<file path="config.mk">
export PLATFORM = sky130hd
export DESIGN_NAME = lvds_tx_framer_flat
export DESIGN_NICKNAME = d
export VERILOG_FILES = /design/src/rtl/lvds_tx_framer_if.sv /design/src/rtl/lvds_tx_framer.sv /design/src/flat_wrapper.sv
export SDC_FILE = /design/constraint.sdc
export NUM_CORES = 1
export LEC_CHECK = 0
export ABC_AREA = 1
export BUFFER_PORTS_ARGS = -buffer_cell sky130_fd_sc_hd__buf_4
export CORE_MARGIN = 2
export CORE_UTILIZATION = 62
export DETAILED_ROUTE_END_ITERATION = 10
export PLACE_DENSITY_LB_ADDON = 0.05
export SLEW_MARGIN = 20
export SYNTH_ARGS = -nofsm -noshare
export SYNTH_HDL_FRONTEND = slang
export SYNTH_SLANG_ARGS = --single-unit
export TNS_END_PERCENT = 20
</file>
<file path="constraint.sdc">
create_clock -name tx_slowclk -period 4.1 [get_ports tx_slowclk]
set_input_delay 0.82 -clock tx_slowclk [delete_from_list [all_inputs] [get_ports tx_slowclk]]
set_output_delay 0.82 -clock tx_slowclk [all_outputs]
set_load 0.05 [all_outputs]
</file>
<file path="src/rtl/lvds_tx_framer_if.sv">
// Byte-stream input and dibit output bundle for lvds_tx_framer.
// The master drives payload bytes; the slave (the framer) drives the
// serializer dibit and the frame status flags.
`timescale 1ns/1ps
interface lvds_tx_framer_if;
  logic [7:0] in_data;
  logic       in_valid;
  logic       in_last;
  logic       in_ready;
  logic [1:0] lvds_tx_data;
  logic       busy;
  logic       underrun;

  modport master (
    output in_data, in_valid, in_last,
    input  in_ready, lvds_tx_data, busy, underrun
  );

  modport slave (
    input  in_data, in_valid, in_last,
    output in_ready, lvds_tx_data, busy, underrun
  );
endinterface

</file>
<file path="src/rtl/lvds_tx_framer.sv">
// LVDS transmit framer: preamble (0x55 x PREAMBLE_BYTES), SFD 0xD5, payload,
// optional CRC-16-CCITT trailer, then an idle gap of GAP_CYCLES dibits.
// Every byte leaves as four dibits, least significant pair first.
// Optional feature: define TX_CRC16_EN to append the payload CRC (low byte
// first) after the last payload byte.
`timescale 1ns/1ps
module lvds_tx_framer #(
  parameter int PREAMBLE_BYTES = 4,
  parameter int GAP_CYCLES     = 8
) (
  input  logic            tx_slowclk,
  input  logic            reset_n,
  lvds_tx_framer_if.slave bus
);

`ifdef TX_CRC16_EN
  typedef enum logic [2:0] {S_IDLE, S_PRE, S_SFD, S_PAY, S_CRC, S_GAP} state_t;
`else
  typedef enum logic [2:0] {S_IDLE, S_PRE, S_SFD, S_PAY, S_GAP} state_t;
`endif

  localparam logic [3:0] PRE_LAST = 4'(PREAMBLE_BYTES - 1);
  localparam logic [7:0] GAP_LAST = 8'(GAP_CYCLES - 1);

  state_t     state_q;
  logic [1:0] dcnt_q;   // index of the dibit currently on the line
  logic [3:0] bcnt_q;   // preamble byte index / CRC byte index
  logic [7:0] gcnt_q;   // idle gap cycle index
  logic [7:0] sh_q;     // remaining dibits of the byte on the line
  logic       last_q;   // byte on the line closes the frame
  logic [1:0] dout_q;
  logic       ready_q;
  logic       busy_q;
  logic       urun_q;
  logic       take;
  logic       starve;

  // A ready cycle either loads the next byte or aborts the frame.
  assign take   = ready_q &  bus.in_valid;
  assign starve = ready_q & ~bus.in_valid;

`ifdef TX_CRC16_EN
  logic [15:0] crc_q;
  logic [15:0] crc_d;

  // CRC-16-CCITT, poly 0x1021, data bits fed LSB first into the MSB feedback.
  function automatic logic [15:0] crc16_byte(input logic [15:0] crc,
                                             input logic [7:0]  d);
    logic [15:0] c;
    c = crc;
    for (int i = 0; i < 8; i++) begin
      if (c[15] ^ d[i]) c = {c[14:0], 1'b0} ^ 16'h1021;
      else              c = {c[14:0], 1'b0};
    end
    return c;
  endfunction

  assign crc_d = crc16_byte(crc_q, bus.in_data);
`endif

  // Frame sequencer; every output is registered alongside the state.
  always_ff @(posedge tx_slowclk or negedge reset_n) begin
    if (!reset_n) begin
      state_q <= S_IDLE;
      dcnt_q  <= '0;
      bcnt_q  <= '0;
      gcnt_q  <= '0;
      sh_q    <= '0;
      last_q  <= 1'b0;
      dout_q  <= 2'b00;
      ready_q <= 1'b0;
      busy_q  <= 1'b0;
      urun_q  <= 1'b0;
`ifdef TX_CRC16_EN
      crc_q   <= '0;
`endif
    end else begin
      urun_q  <= 1'b0;
      ready_q <= 1'b0;
      if (take) begin
        // First dibit goes out straight from the input so the stream has no bubble.
        state_q <= S_PAY;
        dcnt_q  <= 2'd0;
        dout_q  <= bus.in_data[1:0];
        sh_q    <= {2'b00, bus.in_data[7:2]};
        last_q  <= bus.in_last;
`ifdef TX_CRC16_EN
        crc_q   <= crc_d;
`endif
      end else if (starve) begin
        // Source ran dry mid-frame: abandon it and fall into the gap.
        state_q <= S_GAP;
        urun_q  <= 1'b1;
        dout_q  <= 2'b00;
        gcnt_q  <= '0;
      end else begin
        case (state_q)
          S_IDLE: begin
            dout_q <= 2'b00;
            if (bus.in_valid) begin
              state_q <= S_PRE;
              dout_q  <= 2'b01;
              dcnt_q  <= 2'd0;
              bcnt_q  <= '0;
              busy_q  <= 1'b1;
`ifdef TX_CRC16_EN
              crc_q   <= 16'hFFFF;
`endif
            end
          end
          S_PRE: begin
            dout_q <= 2'b01;
            if (dcnt_q == 2'd3) begin
              dcnt_q <= 2'd0;
              if (bcnt_q == PRE_LAST) begin
                state_q <= S_SFD;
                bcnt_q  <= '0;
              end else begin
                bcnt_q <= bcnt_q + 4'd1;
              end
            end else begin
              dcnt_q <= dcnt_q + 2'd1;
            end
          end
          S_SFD: begin
            // 0xD5 = 01,01,01,11; the 4th dibit is the first ready cycle.
            dcnt_q  <= dcnt_q + 2'd1;
            dout_q  <= (dcnt_q == 2'd2) ? 2'b11 : 2'b01;
            ready_q <= (dcnt_q == 2'd2);
          end
          S_PAY: begin
            if (dcnt_q != 2'd3) begin
              dcnt_q  <= dcnt_q + 2'd1;
              dout_q  <= sh_q[1:0];
              sh_q    <= {2'b00, sh_q[7:2]};
              ready_q <= (dcnt_q == 2'd2) && !last_q;
            end else begin
              // Only the final byte reaches here; others end in take/starve.
              dcnt_q <= 2'd0;
`ifdef TX_CRC16_EN
              state_q <= S_CRC;
              bcnt_q  <= '0;
              dout_q  <= crc_q[1:0];
              sh_q    <= {2'b00, crc_q[7:2]};
`else
              state_q <= S_GAP;
              gcnt_q  <= '0;
              dout_q  <= 2'b00;
`endif
            end
          end
`ifdef TX_CRC16_EN
          S_CRC: begin
            if (dcnt_q != 2'd3) begin
              dcnt_q <= dcnt_q + 2'd1;
              dout_q <= sh_q[1:0];
              sh_q   <= {2'b00, sh_q[7:2]};
            end else if (bcnt_q == 4'd0) begin
              dcnt_q <= 2'd0;
              bcnt_q <= 4'd1;
              dout_q <= crc_q[9:8];
              sh_q   <= {2'b00, crc_q[15:10]};
            end else begin
              state_q <= S_GAP;
              dcnt_q  <= 2'd0;
              bcnt_q  <= '0;
              gcnt_q  <= '0;
              dout_q  <= 2'b00;
            end
          end
`endif
          S_GAP: begin
            dout_q <= 2'b00;
            if (gcnt_q == GAP_LAST) begin
              state_q <= S_IDLE;
              gcnt_q  <= '0;
              busy_q  <= 1'b0;
            end else begin
              gcnt_q <= gcnt_q + 8'd1;
            end
          end
          default: begin
            state_q <= S_IDLE;
            dout_q  <= 2'b00;
            busy_q  <= 1'b0;
          end
        endcase
      end
    end
  end

  assign bus.lvds_tx_data = dout_q;
  assign bus.in_ready     = ready_q;
  assign bus.busy         = busy_q;
  assign bus.underrun     = urun_q;

endmodule

</file>
<file path="src/flat_wrapper.sv">
// flat-port wrapper written by rule: the top's interface ports become plain ports
module lvds_tx_framer_flat 
#(
  parameter int PREAMBLE_BYTES = 4,
  parameter int GAP_CYCLES     = 8
)
  (tx_slowclk, reset_n, bus_in_data, bus_in_valid, bus_in_last, bus_in_ready, bus_lvds_tx_data, bus_busy, bus_underrun);
  lvds_tx_framer_if bus_i ();
  input  logic tx_slowclk;
  input  logic reset_n;
  input wire logic [$bits(bus_i.in_data)-1:0] bus_in_data;
  input wire logic [$bits(bus_i.in_valid)-1:0] bus_in_valid;
  input wire logic [$bits(bus_i.in_last)-1:0] bus_in_last;
  output wire logic [$bits(bus_i.in_ready)-1:0] bus_in_ready;
  output wire logic [$bits(bus_i.lvds_tx_data)-1:0] bus_lvds_tx_data;
  output wire logic [$bits(bus_i.busy)-1:0] bus_busy;
  output wire logic [$bits(bus_i.underrun)-1:0] bus_underrun;
  assign bus_i.in_data = bus_in_data;
  assign bus_i.in_valid = bus_in_valid;
  assign bus_i.in_last = bus_in_last;
  assign bus_in_ready = bus_i.in_ready;
  assign bus_lvds_tx_data = bus_i.lvds_tx_data;
  assign bus_busy = bus_i.busy;
  assign bus_underrun = bus_i.underrun;
  lvds_tx_framer #(.PREAMBLE_BYTES(PREAMBLE_BYTES), .GAP_CYCLES(GAP_CYCLES)) u_core (.tx_slowclk(tx_slowclk), .reset_n(reset_n), .bus(bus_i));
endmodule
</file>
# Word level (Yosys, flattened, before mapping)
# Index checks and enable logic that the tools add are counted.
# totals
input_bits	12
output_inout_bits	5
regBits	31
# op_classes
bitwise_logic	6
n_eq_ne	21
reduce_logical	15
n_mux	41
add_sub_neg	3
# op_table
op	count
2-to-1 mux 8 bit	7
2-to-1 mux 3 bit	7
2-to-1 mux 2 bit	9
case mux 2 bit (4 select lines)	2
case mux 8 bit (2 select lines)	1
case mux 3 bit (5 select lines)	1
2-to-1 mux 4 bit	3
!= test 4 x 1 -> 1 bit (second input constant)	3
AND reduction 5 bit	2
AND reduction 3 bit	3
adder 8 x 1 -> 8 bit (second input constant)	1
equality test 8 x 3 -> 1 bit (second input constant)	1
2-to-1 mux 1 bit	8
!= test 4 x 2 -> 1 bit (second input constant)	2
case mux 4 bit (2 select lines)	1
equality test 3 x 2 -> 1 bit (second input constant)	2
!= test 2 x 1 -> 1 bit (second input constant)	3
!= test 3 x 2 -> 1 bit (second input constant)	2
AND reduction 6 bit	1
nonzero test 2 bit	3
nonzero test 5 bit	1
adder 4 x 1 -> 4 bit (second input constant)	1
equality test 2 bit (second input constant)	2
equality test 4 x 2 -> 1 bit (second input constant)	1
other kinds (14)	19

# Depth between registers and ports, before layout
# Gate-level depths: netlist of the first run.
# depth
word_depth	6
ltp_mapped	10

# Worst setup path before layout of the first run
# Ideal clock, no wire load.
# synth_timing
path_type	in2reg
from	in bus_in_valid
to	reg u_core.sh_q[0]
required_ns	4.023
path_slack_ns	2.505
t_arrival_ns	1.517
setup_ns	0.077
path_stages	7
cell_sequence	inv_1 -> nand2_1 -> buf_4 -> inv_1 -> a21oi_4 -> nor2_1 -> a21oi_1
# synth_via
elab_chain_len	4
word_cells_on_any_way	8
# synth_rtl
item	line	text
start: declaration	flat_wrapper.sv:12	input wire logic [$bits(bus_i.in_valid)-1:0] bus_in_valid;
NOT 1 bit	lvds_tx_framer.sv:40	assign starve = ready_q & ~bus.in_valid;
AND 1 bit	lvds_tx_framer.sv:40	
!= test 2 x 1 -> 1 bit (no line)	-	
AND reduction 3 bit (no line)	-	
end signal: assignment	lvds_tx_framer.sv:85	sh_q <= {2'b00, bus.in_data[7:2]};
end signal: assignment	lvds_tx_framer.sv:135	sh_q <= {2'b00, sh_q[7:2]};
end: declaration	lvds_tx_framer.sv:29	logic [7:0] sh_q;
# Parallel ways exist; a longest one is shown, timed or not.
# A chain may end at the register's enable or synchronous reset.

# Final worst setup path of the first run
# layout_timing
from	reg u_core.ready_q, in the netlist u_core.bus.in_ready
to	out bus_in_ready
# layout_lines
item	line	text
start: declaration	lvds_tx_framer.sv:32	logic ready_q;
start signal: assignment	lvds_tx_framer.sv:129	ready_q <= (dcnt_q == 2'd2);
start signal: assignment	lvds_tx_framer.sv:136	ready_q <= (dcnt_q == 2'd2) && !last_q;
end: declaration	flat_wrapper.sv:14	output wire logic [$bits(bus_i.in_ready)-1:0] bus_in_ready;
# No word-level cell between the ends.

==> results of run 1 <==
-- power by group --
group	switching (W)	leakage, nW	internal (W)
clock network	0.0000972	0.0314	0.0000808
logic	0.000355	0.525	0.000166
registers	0.0000631	0.383	0.000362
-- per-layer routing --
| layer | track usage, % | vias up |
|---|---|---|
| met5 | 0 | - |
| met4 | 13.3 | 0 |
| met3 | 6.45 | 12 |
| met2 | 41.2 | 47 |
| met1 | 31.0 | 737 |
| li1 | - | 778 |
-- cells by family after synthesis --
logic type | Yosys count
and+or+nand+nor | 118
AOI/OAI and AO/OA | 43
buffers and inverters | 29
DFF | 29
adders and majority gates | 5
xor gates and xnor gates | 2
-- synthesized netlist by cell type --
cell and count:
a21oi_1 7, a21oi_2 1, a21oi_4 1, a31oi_1 2, buf_2 1, buf_4 1
buf_6 2, dfrtp_1 29, ha_1 5, inv_1 22, inv_2 3, nand2_1 67
nand2_2 1, nand3_1 15, nand3_2 3, nand3b_1 2, nand4_1 3, nor2_1 21
nor2_4 1, nor3_1 2, nor3b_1 2, o21a_1 2, o21ai_0 20, o21ai_1 6
o21ai_2 2, o21bai_1 2, or2_2 1, xor2_1 2
-- cell type report --
class,instances,area [µm²],share of cell area (%)
tap,31,38.8,2.06
inverter,25,93.8,4.99
multi-input combinational,168,848,45.1
timing repair buffer,16,120,6.38
clock buffer,7,55.1,2.93
sequential,29,726,38.6
-- worst max path at each step --
stage	from	end	slack, ps
floorplan	bus_in_valid	u_core.sh_q[0]	2510
global placement	bus_in_valid	u_core.gcnt_q[1]	2100
detailed placement	bus_in_valid	u_core.dcnt_q[0]	2010
CTS	u_core.bus.in_ready	bus_in_ready	2240
global route	u_core.bus.in_ready	bus_in_ready	2180
finish	u_core.bus.in_ready	bus_in_ready	2240
-- metrics by stage --
step / hold slack (ps) / utilization [%] / cells / setup slack, ps / power (W)
5_1_grt: 401 / 70.1 / 276 / 2180 / 0.00121
4_1_cts: 398 / 70.1 / 276 / 2240 / 0.00112
3_5_place_dp: 524 / 68.0 / 269 / 2010 / 0.000946
6_report: 391 / 70.1 / 276 / 2240 / 0.00112
3_3_place_gp: 493 / 68.0 / 269 / 2100 / 0.000922
2_1_floorplan: 482 / - / 226 / 2510 / 0.000826
-- flip-flops by register name, indices dropped and copies added, names as in the netlist --
signal                   flops
u_core.state_q               3
u_core.bus.lvds_tx_data      2
u_core.bus.busy              1
u_core.last_q                1
u_core.dcnt_q                2
u_core.bcnt_q                4
u_core.gcnt_q                8
u_core.sh_q                  6
u_core.bus.in_ready          1
u_core.bus.underrun          1
==> impl_metrics.toml, run 1 <==
[status]
outcome = "completed"

[floorplanning]
dieArea_mm2 = 0.00318
start_util_pct = 63.4
row_count = 19
coreArea_mm2 = 0.00269
io_pins = 17
die_w_um = 56.4
die_h_um = 56.4

[clocking]
ctsHoldBuffers = 0
ctsResizeCount = 0
cts-htree-levels = 2
clock_latency_ps = 330
path_clk_slew_ps = 90
cts_tree = "done"
clock-sinks = 29
root_buffer = "clkbuf_4"
postCtsSetupRepairBufs = 0
cts_buffers = 5
ctsLongestPathBuffers = 2

[synth]
syn_nets = 243
synth.distinct_cells = 28
syn_area_mm2 = 0.00170
synth_warnings = 0
yosys.area.top_type_share_pct = 42.6
ys_seq_area_share_pct = 42.6
synth_compound_area_share_pct = 14.7
synthAdderAreaFrac_pct = 3.67
syn_area_per_cell_um2 = 7.53
synth-simple-area-share_pct = 30.4
yosys-top-cells-area = "dfrtp_1, nand2_1, o21ai_0"
synth-xor-area-share_pct = 1.03
netlist_instances = 226
synthMuxAreaShare_pct = 0
synth_top_area_cell = "dfrtp_1"
synth-seq-cells = 29
synth_top_family_by_area = "simple AND/OR/NAND/NOR gates"

[route]
ant_nets = 0
remaining_drc_errors = 0
highest_layer = "met4"
vias = 1574
drt-total-wl_mm = 3.58
dr_wl_met2_mm = 1.75
dr.first_iter.drc_count = 91
avgViaCountPerCell = 5.70
met1_length_mm = 1.54
dr.pass1.iters = 4
met3_length_um = 197
wl_per_cell_um = 13.0

[place]
portBuffers = 16
place.gp.congestion = 0.888
dpl_cell_area_mm2 = 0.00183
dp_hpwl_mm = 2.71

[timing]
clock_skew_ps = 5.29
setup_tns_ps = 0
setup_viol = 0
min_period_ps = 1860
slew_viol_final = 0
grt_setup_unrepaired = "false"
fmax_mhz = 539
slew_headroom_pct = 67.3
worstMarginPinSlew_ps = 486
hold_viol = 0
finalCritPeriodShare_pct = 45.3

[layout]
layout_commonest_cell = "nand2_1"
final_cell_mix = "nand2_1, dfrtp_1, inv_1"
drive_gt1_share_pct = 14.3
fill_cells = 227
antenna_cells = 0
finalNetCount = 262
fin_area_mm2 = 0.00188
syn_to_final_growth_pct = 10.5

[global_routing]
grt_pass1_wl_mm = 6.15
grt_pass1_vias = 1466
grt_usage_pct = 25.4
grt_start_max_net_pins = 30
grt.overflow.total = 0
antenna_found_initial = 0

[power_and_ir_drop]
p_leak_nw = 0.940
power.density_cell_area_mw_per_mm2 = 597
peakVddDrop_v = 0.000464

[setup_path]
startpoint_type = "flip-flop"
cpLargestDelayFamily = "flip-flops"
critPathMaxFanout = 7
endpoint_kind = "output pin"
reg2reg_from = "u_core.bus.in_ready"
critPathMaxStageDelay_ps = 470
cp_cell_sequence = "buf_4"
regToRegSetupSlack_ps = 2430
cp_slowest_cell = "dfrtp_1"
worstSetupPathType = "flip-flop to output pin"
r2r.worst_path.cells = 5
cp.depth = 1
arrival_ps = 1040
critPathBufInv = 1
timing.rr.end = "u_core.dcnt_q[0]"
required_ps = 3280

[hold_path]
hold_class = "input pin to asynchronous set/reset pin"

[job]
maxCapViolCount = 0
Note: power is estimated with default switching activity, not from simulation.
==> inputs of run 2 (changes only) <==
--- a/config.mk
+++ b/config.mk
@@ -5,10 +5,10 @@
 export SDC_FILE = /design/constraint.sdc
 export NUM_CORES = 1
 export LEC_CHECK = 0
-export ABC_AREA = 1
+export ABC_AREA = 0
 export BUFFER_PORTS_ARGS = -buffer_cell sky130_fd_sc_hd__buf_4
 export CORE_MARGIN = 2
-export CORE_UTILIZATION = 62
+export CORE_UTILIZATION = 52
 export DETAILED_ROUTE_END_ITERATION = 10
 export PLACE_DENSITY_LB_ADDON = 0.05
 export SLEW_MARGIN = 20
==> constraint.sdc (replaced) <==
create_clock -name tx_slowclk -period 1.6 [get_ports tx_slowclk]
set_input_delay 0.32 -clock tx_slowclk [delete_from_list [all_inputs] [get_ports tx_slowclk]]
set_output_delay 0.32 -clock tx_slowclk [all_outputs]
set_load 0.05 [all_outputs]
==> run 2 against run 1 <==
  * The run now ends with setup timing left
  * Utilization rose by 1.4 points
  * Synthesized cell count down 26%
  * Design area rose by 7.4%
  * First-iteration DRC count decreased by 6.6%
  * Global-route usage fell by 0.98 points
  * Sequential share of layout area decreased by 2.7 points
  * Routed wire length increased by 8.4%
  * Setup slack got worse by 2400 ps
  * Largest power group unchanged
==> impl_metrics.toml, run 2 <==
[status]
outcome = "complete, but fails checks"
failed_checks = "setup timing"

[synth]
syn_nets = 185
synth.distinct_cells = 37
syn_area_per_cell_um2 = 9.40
async_flop_share_pct = 100
yosys-top-cells-area = "dfrtp_1, nand2_1, o21ai_0"
netlist_instances = 168
synth_most_common_cell = "dfrtp_1"
synth_edf_count = 0
synth_top_area_cell = "dfrtp_1"
synth_warnings = 0
ys_seq_area_share_pct = 46.0
ys_top_cells_by_count = "dfrtp_1, nand2_1, o21ai_0"
syn_area_mm2 = 0.00158
synthFlopType = "dfrtp_1"
synth-seq-cells = 29
yosys.area.top_type_share_pct = 46.0

[hold_path]
hold_class = "input pin to flip-flop"
min_from = "bus_in_last"
whs_path_depth = 3

[clocking]
path_clk_slew_ps = 90
clock-sinks = 29
root_buffer = "clkbuf_4"
cts_buffers = 5
ctsLongestPathBuffers = 2
cts_tree = "done"
clock_latency_ps = 320
cts-htree-levels = 2

[setup_path]
cp_cell_sequence = "or4_1, o31a_1, buf_4, o21a_1, o21ai_1"
critPathMaxStageDelay_ps = 530
required_ps = 1860
cpLargestDelayFamily = "compound AO/OA/AOI/OAI gates"
regToRegSetupSlack_ps = -160
worstSetupEndpoint = "u_core.state_q[0]"
timing.rr.end = "u_core.state_q[0]"
reg2reg_from = "u_core.gcnt_q[5]"
cp.depth = 5
critPathMaxFanout = 5
cp_slowest_cell = "or4_1"
endpoint_kind = "flip-flop"
worstSetupPathType = "flip-flop to flip-flop"
arrival_ps = 2020
startpoint = "u_core.gcnt_q[5]"
critPathBufInv = 1
startpoint_type = "flip-flop"
r2r.worst_path.cells = 5

[global_routing]
grt.overflow.total = 0
grt_start_max_net_pins = 30
grt_pass1_vias = 1392
grt_pass1_wl_mm = 6.35
antenna_found_initial = 0
grt_usage_pct = 24.4

[timing]
finalWorstSetupSlack_ps = -157
slew_viol_final = 0
min_period_ps = 1760
clock_skew_ps = 7.83
finalCritPeriodShare_pct = 110
fmax_mhz = 569
slew_headroom_pct = 75.5
grt_setup_unrepaired = "true"
holdWs_ps = 183
setup_viol = 9
setup_tns_ps = -965
worstMarginPinSlew_ps = 367
hold_viol = 0

[place]
place_inst = 232
dp_hpwl_mm = 2.75
portBuffers = 16
dpl_cell_area_mm2 = 0.00188
place.gp.congestion = 0.831

[layout]
drive_gt1_share_pct = 29.7
antenna_cells = 0
regMostFlops = "u_core.gcnt_q"
finalNonFillerCells = 243
layout_commonest_cell = "buf_4"
fin_area_mm2 = 0.00202
largest_register_ffs = 8
finalNetCount = 229
final_cell_mix = "buf_4, dfrtp_1, nand2_1"
syn_to_final_growth_pct = 28.0
reg_top3 = "u_core.gcnt_q x8, u_core.sh_q x6, u_core.bcnt_q x4"

[route]
drt-total-wl_mm = 3.89
met1_length_mm = 1.61
wl_per_cell_um = 16.0
met3_length_um = 203
dr_wl_met2_mm = 2.00
remaining_drc_errors = 0
ant_nets = 0
highest_layer = "met4"
vias = 1458
dr.first_iter.drc_count = 85
avgViaCountPerCell = 6.00
dr.pass1.iters = 4

[power_and_ir_drop]
p_leak_nw = 0.974
p_total_w = 0.00344
peakVddDrop_v = 0.00130
power.density_cell_area_mw_per_mm2 = 1700

[floorplanning]
io_pins = 17
row_count = 19
dieArea_mm2 = 0.00349
start_util_pct = 55.8
die_h_um = 59.1
die_w_um = 59.1
coreArea_mm2 = 0.00283

[job]
maxCapViolCount = 0
==> run 2: logic make-up after synthesis <==
family                   Yosys count  synth area share [%]
AND/OR/NAND/NOR                   66                  21.7
AO/OA/AOI/OAI                     48                  19.3
flip-flops                        29                  46.0
buffers and inverters             13                  4.52
multiplexers                       7                  4.52
adder cells (fa/ha/maj)            5                  3.96
==> run 2: worst min path at each step <==
stage                  endpoint  slack [ps]
2_1_floorplan  u_core.bcnt_q[0]          20
6_report          u_core.last_q         180
4_1_cts           u_core.last_q         170
3_3_place_gp   u_core.gcnt_q[3]         260
3_5_place_dp   u_core.gcnt_q[3]         260
5_1_grt           u_core.last_q         180
==> run 2: routing by layer <==
layer  up-vias  GRT usage (%)
met5         -              0
met4         0           9.09
met3        15           6.11
met2        56           40.6
met1       688           30.5
li1        699              -
==> run 2: timing repair <==
item                                    in CTS  in global routing
cloned                                       0                  0
pin swaps                                    4                  3
endpoints found under the setup margin      10                 20
hold buffers                                 1                  0
hold endpoints to repair                    29                  0
resized for setup                            9                 13
buffers inserted                             3                  1
==> run 2: per-stage QoR <==
stage	util, %	setup slack [ps]
3_5_place_dp	66.3	-129
6_report	71.4	-157
3_3_place_gp	66.3	-61.9
4_1_cts	70.1	-116
2_1_floorplan	-	-70.1
5_1_grt	71.4	-229
==> run 2: where the power goes <==
group / total [W] / internal (W) / leakage, nW / switching, W
sequential: 0.00119 / 0.000985 / 0.379 / 0.000202
clock: 0.000455 / 0.000207 / 0.0314 / 0.000248
combinational: 0.00180 / 0.000827 / 0.563 / 0.000969
total: 0.00344 / 0.00202 / 0.974 / 0.00142
==> run 2: layout make-up <==
cell class | instances | area (µm²)
multi-input combinational | 126 | 835
fill | 226 | 808
sequential | 29 | 726
timing repair buffer | 45 | 348
clock buffer | 7 | 55.1
tap | 31 | 38.8
inverter | 5 | 18.8
==> run 2: worst min-delay path, cell delays in order <==
cell     delay (ps)
buf_4            80
nand2_1          40
nand2_1          50
